===== src/rtl/armv8_pkg.sv =====
// Shared ARMv8 datapath definitions.
// Holds the default datapath widths, the data-memory access FSM encoding and
// the bit positions of the EX control bundle. The decoder, the ID/EX stage and
// the EX/MEM stage all use the same bundle layout.
package armv8_pkg;

  localparam int DEF_DATA_W   = 64;
  localparam int DEF_REG_W    = 5;
  localparam int DEF_MAX_WAIT = 15;

  // Wait counter width; covers MAX_WAIT up to 255.
  localparam int WAIT_W = 8;

  typedef enum logic {
    ST_IDLE   = 1'b0,
    ST_ACCESS = 1'b1
  } mem_state_e;

  // Control bundle bit positions.
  localparam int CTL_MEMREAD  = 0;
  localparam int CTL_MEMWRITE = 1;
  localparam int CTL_REGWRITE = 2;
  localparam int CTL_MEMTOREG = 3;
  localparam int CTL_BRANCH   = 4;
  localparam int CTL_UNCOND   = 5;
  localparam int CTL_W        = 6;

  // The bundle needs a data-memory access.
  function automatic logic is_mem_op(input logic [CTL_W-1:0] ctl);
    return ctl[CTL_MEMREAD] | ctl[CTL_MEMWRITE];
  endfunction

  // B is always taken; CBZ is taken when the ALU result was zero.
  function automatic logic branch_taken(input logic [CTL_W-1:0] ctl, input logic zero);
    return ctl[CTL_UNCOND] | (ctl[CTL_BRANCH] & zero);
  endfunction

endpackage


===== src/rtl/mem_access_fsm.sv =====
// Data-memory access sequencer for the EX/MEM stage.
// Ports:
//   i_clk, i_rst     clock, asynchronous active-high reset
//   i_start          a valid LDUR/STUR is being captured this edge
//   i_mem_ack        memory completes the access this cycle
//   o_mem_req        request is outstanding (state ACCESS)
//   o_stall          upstream must hold (ACCESS without ack)
//   o_mem_timeout    one-cycle pulse after an aborted access
//   o_done           access completes on this edge
//   o_abort          access is abandoned on this edge
module mem_access_fsm
  import armv8_pkg::*;
#(
  parameter int MAX_WAIT = DEF_MAX_WAIT
) (
  input  logic i_clk,
  input  logic i_rst,
  input  logic i_start,
  input  logic i_mem_ack,
  output logic o_mem_req,
  output logic o_stall,
  output logic o_mem_timeout,
  output logic o_done,
  output logic o_abort
);

  // The counter holds the number of ACCESS cycles already spent without ack,
  // so the abort edge is the one where it would step onto MAX_WAIT.
  localparam logic [WAIT_W-1:0] LAST_WAIT = WAIT_W'(MAX_WAIT - 1);
  localparam logic [WAIT_W-1:0] CNT_ONE   = WAIT_W'(1);

  mem_state_e        state_q, state_d;
  logic [WAIT_W-1:0] cnt_q, cnt_d;
  logic              timeout_q, timeout_d;

  assign o_mem_req     = (state_q == ST_ACCESS);
  assign o_stall       = o_mem_req & ~i_mem_ack;
  assign o_done        = o_mem_req & i_mem_ack;
  assign o_abort       = o_stall & (cnt_q == LAST_WAIT);
  assign o_mem_timeout = timeout_q;

  // Next-state, wait counter and timeout pulse.
  always_comb begin
    state_d   = state_q;
    cnt_d     = cnt_q;
    timeout_d = 1'b0;
    case (state_q)
      ST_IDLE: begin
        cnt_d = '0;
        if (i_start) begin
          state_d = ST_ACCESS;
        end else begin
          state_d = ST_IDLE;
        end
      end
      ST_ACCESS: begin
        if (i_mem_ack) begin
          // A mem op captured on the ack edge chains straight into a new access.
          state_d = i_start ? ST_ACCESS : ST_IDLE;
          cnt_d   = '0;
        end else if (cnt_q == LAST_WAIT) begin
          state_d   = ST_IDLE;
          cnt_d     = '0;
          timeout_d = 1'b1;
        end else begin
          cnt_d = cnt_q + CNT_ONE;
        end
      end
      default: begin
        state_d = ST_IDLE;
        cnt_d   = '0;
      end
    endcase
  end

  // State, counter and pulse registers.
  always_ff @(posedge i_clk or posedge i_rst) begin
    if (i_rst) begin
      state_q   <= ST_IDLE;
      cnt_q     <= '0;
      timeout_q <= 1'b0;
    end else begin
      state_q   <= state_d;
      cnt_q     <= cnt_d;
      timeout_q <= timeout_d;
    end
  end

endmodule


===== src/rtl/ex_mem_stage.sv =====
// EX/MEM pipeline stage of the ARMv8 datapath.
// Captures the ALU result and EX control bits whenever the stage is not
// stalled, resolves CBZ/B into a one-cycle PC-select pulse, runs a req/ack
// data-memory access for LDUR/STUR and presents the MEM/WB register.
// Ports:
//   i_clk, i_rst                  clock, asynchronous active-high reset
//   i_valid, i_flush              incoming instruction valid / squash
//   i_ALURes, i_ZERO              ALU result and zero flag
//   i_store_data, i_branch_target Rt value for STUR, PC+offset
//   i_rd, i_MemRead..i_UncondBranch  destination and EX control bits
//   o_stall                       hold PC/IF/ID/EX
//   o_PCSrc, o_branch_target      take-branch pulse and registered target
//   o_mem_req/we/addr/wdata       memory request side
//   i_mem_ack, i_mem_rdata        memory response side
//   o_mem_timeout                 pulse after an abandoned access
//   o_wb_valid/RegWrite/rd/data   MEM/WB register
module ex_mem_stage
  import armv8_pkg::*;
#(
  parameter int DATA_W   = DEF_DATA_W,
  parameter int REG_W    = DEF_REG_W,
  parameter int MAX_WAIT = DEF_MAX_WAIT
) (
  input  logic              i_clk,
  input  logic              i_rst,
  input  logic              i_valid,
  input  logic              i_flush,
  input  logic [DATA_W-1:0] i_ALURes,
  input  logic              i_ZERO,
  input  logic [DATA_W-1:0] i_store_data,
  input  logic [DATA_W-1:0] i_branch_target,
  input  logic [REG_W-1:0]  i_rd,
  input  logic              i_MemRead,
  input  logic              i_MemWrite,
  input  logic              i_RegWrite,
  input  logic              i_MemtoReg,
  input  logic              i_Branch,
  input  logic              i_UncondBranch,
  output logic              o_stall,
  output logic              o_PCSrc,
  output logic [DATA_W-1:0] o_branch_target,
  output logic              o_mem_req,
  output logic              o_mem_we,
  output logic [DATA_W-1:0] o_mem_addr,
  output logic [DATA_W-1:0] o_mem_wdata,
  input  logic              i_mem_ack,
  input  logic [DATA_W-1:0] i_mem_rdata,
  output logic              o_mem_timeout,
  output logic              o_wb_valid,
  output logic              o_wb_RegWrite,
  output logic [REG_W-1:0]  o_wb_rd,
  output logic [DATA_W-1:0] o_wb_data
);

  // Stage register
  logic              valid_q, valid_d;
  logic [CTL_W-1:0]  ctl_q, ctl_d;
  logic [DATA_W-1:0] alu_q, alu_d;
  logic [DATA_W-1:0] sdata_q, sdata_d;
  logic [REG_W-1:0]  rd_q, rd_d;
  logic              pcsrc_q, pcsrc_d;
  logic [DATA_W-1:0] tgt_q, tgt_d;
  // MEM/WB register
  logic              wb_valid_q, wb_valid_d;
  logic              wb_rw_q, wb_rw_d;
  logic [REG_W-1:0]  wb_rd_q, wb_rd_d;
  logic [DATA_W-1:0] wb_data_q, wb_data_d;

  logic             stall_s, req_s, done_s, abort_s, capture_s, in_valid_s, start_s;
  logic [CTL_W-1:0] in_ctl_s;

  assign capture_s  = ~stall_s;
  assign in_valid_s = i_valid & ~i_flush;
  assign start_s    = capture_s & is_mem_op(in_ctl_s);

  // Incoming control bundle; a bubble carries no control bits at all.
  always_comb begin
    in_ctl_s               = '0;
    in_ctl_s[CTL_MEMREAD]  = i_MemRead & in_valid_s;
    in_ctl_s[CTL_MEMWRITE] = i_MemWrite & in_valid_s;
    in_ctl_s[CTL_REGWRITE] = i_RegWrite & in_valid_s;
    in_ctl_s[CTL_MEMTOREG] = i_MemtoReg & in_valid_s;
    in_ctl_s[CTL_BRANCH]   = i_Branch & in_valid_s;
    in_ctl_s[CTL_UNCOND]   = i_UncondBranch & in_valid_s;
  end

  mem_access_fsm #(
    .MAX_WAIT(MAX_WAIT)
  ) u_fsm (
    .i_clk        (i_clk),
    .i_rst        (i_rst),
    .i_start      (start_s),
    .i_mem_ack    (i_mem_ack),
    .o_mem_req    (req_s),
    .o_stall      (stall_s),
    .o_mem_timeout(o_mem_timeout),
    .o_done       (done_s),
    .o_abort      (abort_s)
  );

  // Stage and MEM/WB next-state.
  always_comb begin
    valid_d = valid_q;
    ctl_d   = ctl_q;
    alu_d   = alu_q;
    sdata_d = sdata_q;
    rd_d    = rd_q;
    tgt_d   = tgt_q;
    pcsrc_d = 1'b0;
    if (capture_s) begin
      valid_d = in_valid_s;
      ctl_d   = in_ctl_s;
      alu_d   = i_ALURes;
      sdata_d = i_store_data;
      rd_d    = i_rd;
      tgt_d   = i_branch_target;
      pcsrc_d = branch_taken(in_ctl_s, i_ZERO);
    end else if (abort_s) begin
      // Drop the abandoned op so it never reaches WB once the stall lifts.
      valid_d = 1'b0;
      ctl_d   = '0;
    end else begin
      pcsrc_d = 1'b0;
    end
    // The stage instruction completes on any unstalled edge: immediately for
    // non-mem ops (FSM idle) and on the ack edge for mem ops.
    wb_valid_d = valid_q & (done_s | ~req_s);
    wb_rw_d    = wb_valid_d & ctl_q[CTL_REGWRITE];
    wb_rd_d    = rd_q;
    wb_data_d  = ctl_q[CTL_MEMTOREG] ? i_mem_rdata : alu_q;
  end

  // Stage, branch and MEM/WB registers.
  always_ff @(posedge i_clk or posedge i_rst) begin
    if (i_rst) begin
      valid_q    <= 1'b0;
      ctl_q      <= '0;
      alu_q      <= '0;
      sdata_q    <= '0;
      rd_q       <= '0;
      pcsrc_q    <= 1'b0;
      tgt_q      <= '0;
      wb_valid_q <= 1'b0;
      wb_rw_q    <= 1'b0;
      wb_rd_q    <= '0;
      wb_data_q  <= '0;
    end else begin
      valid_q    <= valid_d;
      ctl_q      <= ctl_d;
      alu_q      <= alu_d;
      sdata_q    <= sdata_d;
      rd_q       <= rd_d;
      pcsrc_q    <= pcsrc_d;
      tgt_q      <= tgt_d;
      wb_valid_q <= wb_valid_d;
      wb_rw_q    <= wb_rw_d;
      wb_rd_q    <= wb_rd_d;
      wb_data_q  <= wb_data_d;
    end
  end

  assign o_stall         = stall_s;
  assign o_PCSrc         = pcsrc_q;
  assign o_branch_target = tgt_q;
  assign o_mem_req       = req_s;
  assign o_mem_we        = req_s & ctl_q[CTL_MEMWRITE];
  assign o_mem_addr      = alu_q;
  assign o_mem_wdata     = sdata_q;
  assign o_wb_valid      = wb_valid_q;
  assign o_wb_RegWrite   = wb_rw_q;
  assign o_wb_rd         = wb_rd_q;
  assign o_wb_data       = wb_data_q;

endmodule


===== config.mk =====
export PLATFORM = sky130hd
export DESIGN_NAME = ex_mem_stage
export DESIGN_NICKNAME = d
export VERILOG_FILES = /design/src/rtl/armv8_pkg.sv /design/src/rtl/mem_access_fsm.sv /design/src/rtl/ex_mem_stage.sv
export SDC_FILE = /design/constraint.sdc
export NUM_CORES = 1
export LEC_CHECK = 0
export BUFFER_PORTS_ARGS = -buffer_cell sky130_fd_sc_hd__clkbuf_2
export CAP_MARGIN = 20
export CORE_AREA = 2 2 208 210
export DETAILED_ROUTE_END_ITERATION = 16
export DIE_AREA = 0 0 210 212
export PLACE_DENSITY = 0.51
export SLEW_MARGIN = 20
export SYNTH_ARGS = -nofsm -noshare
export SYNTH_HDL_FRONTEND = slang
export SYNTH_SLANG_ARGS = --single-unit

===== constraint.sdc =====
create_clock -name i_clk -period 9.38 [get_ports i_clk]
set_input_delay 0.469 -clock i_clk [delete_from_list [all_inputs] [get_ports i_clk]]
set_output_delay 0.469 -clock i_clk [all_outputs]
set_load 0.005 [all_outputs]

== Word-level counts from Yosys, hierarchy flattened ==
Cells that the tools add are included.
Widths: inputs -> output; s select.

* Output and inout port bits: 268
* Register bits: 284
* Input port bits: 273

* Bitwise operators: 22
* Multiplexer cells: 16
* Equal/unequal tests: 2
* Add/sub/neg operators: 1

{| class="wikitable"
|+ Operators by type and width
! kind !! count
|-
| $mux 64 || 1
|-
| $mux 8 || 2
|-
| $pmux 8 s2 || 1
|-
| $and 1x1->1 || 15
|-
| $mux 1 || 9
|-
| $add 8x1->8 const B || 1
|-
| $eq 8x4->1 const B || 1
|-
| $mux 4 || 2
|-
| $not 1->1 || 4
|-
| $or 1x1->1 || 3
|-
| $ne 2x1->1 const B || 1
|-
| $pmux 1 s2 || 1
|}

== Longest topological paths before layout ==
Gate-level depths: netlist (run 1).

* Word-level depth: 8
* Mapped depth: 6
* Mapped depth without buffers: 5

== Hierarchy ==
From an unflattened synthesis (run 1), not the netlist that was laid out.

* Cell total of the unflattened synthesis: 637
* Area total of the unflattened synthesis: 11099.4 µm²

{| class="wikitable"
|+ Modules (own cells, without submodules)
! module !! sequential area each (µm²) !! area each (µm²) !! times used !! cells an instance
|-
| ex_mem_stage || 6831.6 || 10570.1 || 1 || 585
|-
| mem_access_fsm || 250.2 || 529.3 || 1 || 52
|}

== Least setup slack after synthesis (run 1) ==
OpenSTA, ideal clock, no wires.

* Kind: input to output
* Start: in i_mem_ack
* End: out o_stall
* Setup slack: 7730 ps
* Arrival time: 1181 ps
* Stages: 4
* Cells stage by stage: nand2b_1 -> inv_1 -> clkbuf_1 -> buf_2

* Cells in the longest elaborated chain, start to end: 2

{| class="wikitable"
|+ RTL lines
! element !! RTL line !! source
|-
| start, declared || ex_mem_stage.sv:46 || <nowiki>input logic i_mem_ack,</nowiki>
|-
| $not 1->1 || mem_access_fsm.sv:37 || <nowiki>assign o_stall = o_mem_req & ~i_mem_ack;</nowiki>
|-
| $and 1x1->1 || mem_access_fsm.sv:37 ||
|-
| end, declared || ex_mem_stage.sv:39 || <nowiki>output logic o_stall,</nowiki>
|}

No other way between the ends.

== Final worst setup path (run 1) ==
* Start: reg u_fsm.state_q (netlist: u_fsm.o_mem_req)
* End: out o_stall

* Cells in the longest elaborated chain, start to end: 1

{| class="wikitable"
|+ RTL lines
! element !! RTL line !! source
|-
| start, declared || mem_access_fsm.sv:32 || <nowiki>mem_state_e state_q, state_d;</nowiki>
|-
| start signal, assigned || mem_access_fsm.sv:83 || <nowiki>state_q <= state_d;</nowiki>
|-
| $and 1x1->1 || mem_access_fsm.sv:37 ||
|}

No other way between the ends.

==> results of run 1 <==
[metrics by stage]
step                      utilization (%)  setup slack [ns]
after floorplan                         -              1.10
after global placement               32.4              6.00
after detailed placement             32.4              5.98
after CTS                            34.9              5.62
after global routing                 35.0              5.49
final                                35.0              5.79
[critical path, stage by stage (launching register included)]
cell and delay [ns]:
dfrtp_1 0.39, nand2b_4 0.33, inv_6 0.74, buf_4 0.82, clkbuf_2 0.24
[Yosys cell counts]
cell type	number
buf_1	5
or3_2	1
a21o_1	1
and3_1	1
clkbuf_1	39
xor2_1	2
nand2_1	593
a22o_1	3
or4b_4	1
o21ai_1	1
dfrtp_1	283
buf_2	7
o31ai_4	1
nand2b_1	1
nand4_1	1
nand3b_1	1
nand3_1	3
nor4_1	1
a21oi_1	4
mux2_2	64
nor2_1	7
nor3b_1	1
or3_1	2
o31a_1	1
and2_1	2
ha_1	2
inv_1	3
xnor2_1	1
o21ai_0	3
[kinds of logic (layout without fill, tap and decap cells)]
logic type / after synthesis / after routing
buf+inv: 54 / 609
simple gates: 615 / 615
flops: 283 / 283
compound gates: 14 / 14
mux: 64 / 64
xor+xnor: 3 / 3
fa+ha+maj: 2 / 2
[registers in the layout, summed over array words and instances, names as in the netlist]
name	count
o_branch_target	64
u_fsm.o_mem_timeout	1
o_PCSrc	1
o_mem_wdata	64
rd_q	5
o_mem_addr	64
o_wb_valid	1
ctl_q	3
u_fsm.cnt_q	8
o_wb_data	64
o_wb_RegWrite	1
valid_q	1
o_wb_rd	5
u_fsm.o_mem_req	1
[power by group through the flow]
stage,logic [mW],registers (mW),clock network (mW)
CTS,0.411,1.41,1.29
global route,0.450,1.42,1.33
finish,0.400,1.41,1.24
global placement,0.409,1.43,0
floorplan,0.158,1.43,0
detailed placement,0.411,1.43,0
[placed cells by master (no fill, tap or decap), types with 2 or more instances in the layout]
master | Yosys | final
clkbuf_2 | 0 | 540
and2_1 | 2 | 2
a22o_1 | 3 | 3
clkbuf_1 | 39 | 6
clkbuf_8 | 0 | 12
o21ai_0 | 3 | 3
buf_4 | 0 | 7
dfrtp_1 | 283 | 282
nor2_1 | 7 | 7
ha_1 | 2 | 2
bufinv_16 | 0 | 2
xor2_1 | 2 | 2
mux2_2 | 64 | 64
a21oi_1 | 4 | 4
inv_6 | 0 | 2
clkinv_2 | 0 | 5
nand2_1 | 593 | 593
clkbuf_16 | 0 | 31
nand3_1 | 3 | 3
or3_1 | 2 | 2
[cell type report]
| cell class | count | area [um^2] | share of cell area, % |
|---|---|---|---|
| flip-flops and latches | 283 | 7080 | 47.6 |
| multi-input cells | 698 | 3240 | 21.8 |
| repair buffers | 549 | 2790 | 18.8 |
| clock buffers | 49 | 963 | 6.48 |
| well taps | 546 | 683 | 4.59 |
| clock inverters | 8 | 93.8 | 0.631 |
| inverters | 3 | 23.8 | 0.160 |
[how the worst max path moves through the flow]
stage / to / slack (ns)
3_3_place_gp: o_stall / 6.00
4_1_cts: o_stall / 5.62
3_5_place_dp: o_stall / 5.98
2_1_floorplan: ctl_q[1] / 1.10
6_report: o_stall / 5.79
5_1_grt: o_stall / 5.49
[repair_timing]
action                                  in CTS  in global routing
gates resized for setup                      0                  0
endpoints found under the setup margin       0                  0
hold buffers                                 1                  0
endpoints found under the hold margin       50                  0
[layer usage]
metal	global-route usage, %	vias up	wire (um)
met5	0	-	13
met4	4.11	2	754
met3	5.10	45	3270
met2	25.3	384	16600
met1	17.9	4211	13900
li1	-	4269	-
==> impl_results.md, run 1 <==
- Largest family of logic cells by synthesized area: simple AND/OR/NAND/NOR gates
- Root Buffer Master: clkbuf_16
- Startpoint class of the critical path: register
- Switching fraction of total power: 25.4%
- Yosys reg bits: roughly 280
- Worst Path Class, Setup: reg -> out
- Area growth, synth to finish: 41.4%
- Die area: 0.0445 mm^2
- Combinational fraction of design power: 13.1%
- Worst-margin pin slew: 1.00 ns
- DR pass1 iterations: 4
- CTS Buf Count: 31
- Hold endpoint: o_mem_wdata[42]
- Postcts setup bufs: 0
- CTS sink cnt: 283
- Max_cap viols: 0
- DP Area: roughly 0.014 mm^2
- Psw: approximately 0.77 mW
- Status: completed
- Sequential area share after synthesis: between 60% and 70%
- Die X: 210 um
- Initial Util: 24.8%
- ANT cells: 0
- Drt total wl: 34.6 mm
- Syn Area/Cell: 10.2 um^2
- Filler cells: 4470
- CTS tree: yes
- Final #Nets: ~1800
- Mux contribution to synthesized area: 6.85%
- Final setup TNS: 0 ns
- CTS clk-pin slew, worst paths: 0.06 ns
- RSZ-0062 raised after global routing: no
- Slew Viols, Final: 0
- Top cell type's share of synthesized area: 67.3%
- Synth unique cells: 29
- Int Power: 2.28 mW
- Worst Min Path Start: i_store_data[42]
- Final antenna-violating net count: 0
- Clock network fraction of total power: 40.7%
- Synth area leaders: dfrtp_1 (67%), nand2_1 (21%), mux2_2 (6.8%), clkbuf_1 (1.4%), buf_2 (0.33%)
- H-tree Lvls: 1
- Max-slew headroom: 33.1%
- Synth Area in Compound Gates: less than 1%
- Fmax: 278 MHz
- GRT Overall Usage: 14.9%
- DR vias: 8911
- Largest net degree at the start of global routing: 118
- Max Fanout on Critical Path: between 100 and 150
- Pwr Total: 3.05 mW
- Placed insts: about 2100
- Setup crit end kind: output pin
- Final instance area: ~0.015 mm^2
- R2R setup slack: 6.43 ns
- DP HPWL: 25.7 mm
- Residual DRC: 0
- Layout cell share with drive strength beyond 1: between 40% and 50%
- Endpoints failing setup: 0
- DIE HEIGHT: between 200 and 250 um
- GP Congestion: roughly 0.78
- PD cells: slightly above 200 mW/mm^2
- Leakage power: 8.23 nW
- Synth Area in XOR/XNOR: 0.250%
- Final Instance Count excl. Fillers: 2136
- Critical R2R Launch: u_fsm.o_mem_req
- Worst EP arrival: 3.12 ns
- Routed wire per std cell: 16.2 um
- Area leader, netlist: dfrtp_1
- Remaining global-route overflow: 0
- Skew-Pair Late Insertion Delay: 0.56 ns
- DR iter-0 viols: 465
- Worst Setup SP: u_fsm.o_mem_req
- WHS: 0.0989 ns
- Post-route minimum period: around 3.6 ns
- Yosys warning total: 0
- Final-report hold violation count: 0
- Core Area: 0.0425 mm^2
- Initial antenna violation count: 3
- IO Count: 541
- Hold Crit Depth: 3
- Vias in the first global route: between 8000 and 9000
- Simple-Gate Fraction of Synth Area: 22.4%
- Row cnt: 76
- Adder-Cell Fraction of Synth Area: less than 1%
- Worst min path class: in -> reg
- Number of port buffers: 540
- Via density per instance: 4.17
- Reg2Reg Depth: 5
- Cell Area, Synth: 0.0105 mm^2
- Sequential power share: 46.1%
- Final worst-path cycle share: 38.3%
- Mapped Cells: 1035
- VDD IR max: 97.8 uV
- Synth Net Count: between 1000 and 1500
- Worst reg2reg endpoint: ctl_q[1]
- Clk_skew: between 0.01 and 0.015 ns
- First-pass GRT wire length: between 50 and 60 mm
- Maximum clock insertion buffer count: 3
- Data required time at the worst endpoint: about 8.9 ns
Note: power is estimated with default switching activity, not from simulation.
==> run 2: changes to the inputs <==
ABC_AREA = 1   (was unset)
CORE_AREA = 2 2 209 211   (was 2 2 208 210)
DIE_AREA = 0 0 211 213   (was 0 0 210 212)
PLACE_DENSITY = 0.53   (was 0.51)
clock period = 2.9 ns   (was 9.38 ns; I/O delays follow)
==> impl_results.md, run 2 <==
- Post-synth EDFFs: 0 (unchanged)
- DP Area: 0.0139 mm^2 (+1.1%)
- Status: completed
- Syn Area/Cell: 9.34 um^2 (-8.1%)
- CTS sink cnt: 283 (unchanged)
- Max Fanout on Critical Path: 48 (-59%)
- Drt total wl: 37.2 mm (+7.6%)
- Final #Nets: 2219 (+21%)
- Via density per instance: 4.14 (-0.76%)
- Yosys reg bits: 283 (unchanged)
- Mapped Cells: 1135 (+9.7%)
- Filler cells: 4136 (-7.5%)
- GRT Overall Usage: 16.1% (+1.2 points)
- RSZ-0062 raised after global routing: no
- Worst min path class: in -> reg
- Startpoint class of the critical path: register
- DP HPWL: 25.5 mm (-0.55%)
- Main synth FF type: dfrtp_1
- CTS Buf Count: 35 (+13%)
- Maximum clock insertion buffer count: 3 (unchanged)
- Worst Min Path Start: i_valid
- Count leader, synth: nand2_1
- Placed insts: 2185 (+5.2%)
- Remaining global-route overflow: 0 (unchanged)
- Post-Place Worst Slack: 1.21 ns (-4.77 ns)
- Hold-fix buffers at CTS: 268 (+267)
- Layout cell share with drive strength beyond 1: 31.8% (-10 points)
- Die X: 211 um (+0.48%)
- Vias in the first global route: 10819 (+21%)
- Cell Area, Synth: 0.0106 mm^2 (+0.75%)
- Leakage power: 9.53 nW (+16%)
- Max_cap viols: 0 (unchanged)
- Post-synth ARST share: 100% (unchanged)
- Endpoints failing setup: 0 (unchanged)
- Skew-Pair Late Insertion Delay: 0.54 ns (-0.02 ns)
- Pwr Total: 10.5 mW (+240%)
- Largest net degree at the start of global routing: 78 (-34%)
- Top cells by count, synth: nand2_1 (548), dfrtp_1 (283), o21ai_0 (88)
- Worst EP arrival: 1.93 ns (-1.19 ns)
- DIE HEIGHT: 213 um (+0.47%)
- Critical R2R Launch: u_fsm.o_mem_req
- Final Worst Setup Slack: 0.825 ns (-4.96 ns)
- Core Area: 0.0427 mm^2 (+0.45%)
- Final core occ: 41.6% (+6.6 points)
- Top cell type's share of synthesized area: 66.8% (-0.50 points)
- Postcts setup bufs: 0 (unchanged)
- Initial Util: 24.8% (+0.074 points)
- Initial antenna violation count: 1 (-2)
- CTS tree: yes
- Max-slew headroom: 52.5% (+19 points)
- DR iter-0 viols: 590 (+27%)
- First-pass GRT wire length: 57.1 mm (+10%)
- Final antenna-violating net count: 0 (unchanged)
- Fmax: 482 MHz
- VDD IR max: 346 uV (+250%)
- Slew Viols, Final: 0 (unchanged)
- Post-route minimum period: 2.08 ns
- PD cells: 589 mW/mm^2 (+190%)
- GP Congestion: 0.860 (+9.8%)
- IO Count: 541 (unchanged)
- Clk_skew: 0.0235 ns (+0.00917 ns)
- Worst-margin pin slew: 0.712 ns (-0.291 ns)
- DR pass1 iterations: 5 (+1)
- H-tree Lvls: 2 (+1)
- Root Buffer Master: clkbuf_16
- Post_cts resized: 0 (unchanged)
- Final-report hold violation count: 0 (unchanged)
- Area leader, netlist: dfrtp_1
- Number of port buffers: 540 (unchanged)
- Sequential area share after synthesis: 66.8% (-0.50 points)
- Area growth, synth to finish: 67.6%
- Synth Net Count: 1410 (+7.6%)
- Final worst-path cycle share: 71.6%
- Worst Path Class, Setup: reg -> out
- Row cnt: 76 (unchanged)
- Data required time at the worst endpoint: 2.76 ns (-6.15 ns)
- Synth area leaders: dfrtp_1 (67%), nand2_1 (19%), o21ai_0 (4.2%), inv_1 (2.6%), o21ai_1 (2.0%)
- Yosys warning total: 0 (unchanged)
- Most frequent cells in the layout: nand2_1 (548), clkbuf_2 (540), dfrtp_1 (282)
- Commonest non-fill, non-tap cell in the layout: nand2_1
- Final Instance Count excl. Fillers: 2516 (+18%)
- CTS clk-pin slew, worst paths: 0.06 ns (about the same)
- Routed wire per std cell: 14.8 um (-8.7%)
- Synth unique cells: 18 (-38%)
- DR vias: 10416 (+17%)
- Worst Setup SP: u_fsm.o_mem_req
- Final instance area: 0.0178 mm^2 (+19%)
- Setup crit end kind: output pin
- Residual DRC: 0 (unchanged)
- Die area: 0.0449 mm^2 (+0.95%)
## run 2: power by group
part	switching, mW	internal [mW]
clock	1.73	2.61
combinational	0.802	0.792
sequential	0.204	4.33
total	2.73	7.74
## run 2: layer usage
layer / global-route usage (%) / routed length, um / part of all wire [%] / vias up
met5: 0 / 0 / 0 / -
met4: 5.97 / 1170 / 3.2 / 0
met3: 4.10 / 2340 / 6.3 / 84
met2: 27.9 / 18600 / 50 / 371
met1: 19.2 / 15100 / 41 / 4869
li1: - / - / - / 5092
## run 2: worst paths after layout
| check | cells after the start | slack, ns | end |
|---|---|---|---|
| worst max-delay path | 4 | 0.82 | o_stall |
| worst min-delay path | 5 | 0.05 | ctl_q[3] |
| worst max register to register | 5 | 1.22 | o_branch_target[26] |
| worst min register to register | 0 | 0.38 | o_wb_rd[1] |
| max in group asynchronous | 5 | 1.78 | o_mem_wdata[31] |
| min in group asynchronous | 3 | 0.25 | o_wb_data[5] |
## run 2: area by class of cell
cell class / count / area, um^2 / area share, %
Sequential cell: 283 / 7090 / 39.9
Antenna cell: 1 / 2.50 / 0.0141
Clock inverter: 17 / 158 / 0.887
Timing Repair Buffer: 830 / 5640 / 31.7
Tap cell: 546 / 683 / 3.84
Inverter: 76 / 297 / 1.67
Multi-Input combinational cell: 718 / 2910 / 16.4
Clock buffer: 45 / 995 / 5.60
## run 2: cell families after synthesis
| kind of cell | after synthesis | synth area share, % |
|---|---|---|
| flops | 283 | 66.8 |
| fa+ha+maj | 2 | 0.236 |
| compound gates | 133 | 6.28 |
| xor+xnor | 1 | 0.0826 |
| buf+inv | 134 | 5.74 |
| simple gates | 582 | 20.9 |
## run 2: stage by stage
step                setup TNS, ns  hold WS (ns)
floorplan                 -281.38         0.255
global route                    0        0.0697
detailed placement              0         0.257
global placement                0         0.253
CTS                             0        0.0302
finish                          0        0.0547
## run 2: critical path, cell delays in order (launching register included)
cell and delay, ns:
dfrtp_1 0.37, inv_2 0.05, nor2_4 0.25, buf_4 0.49, clkbuf_2 0.21
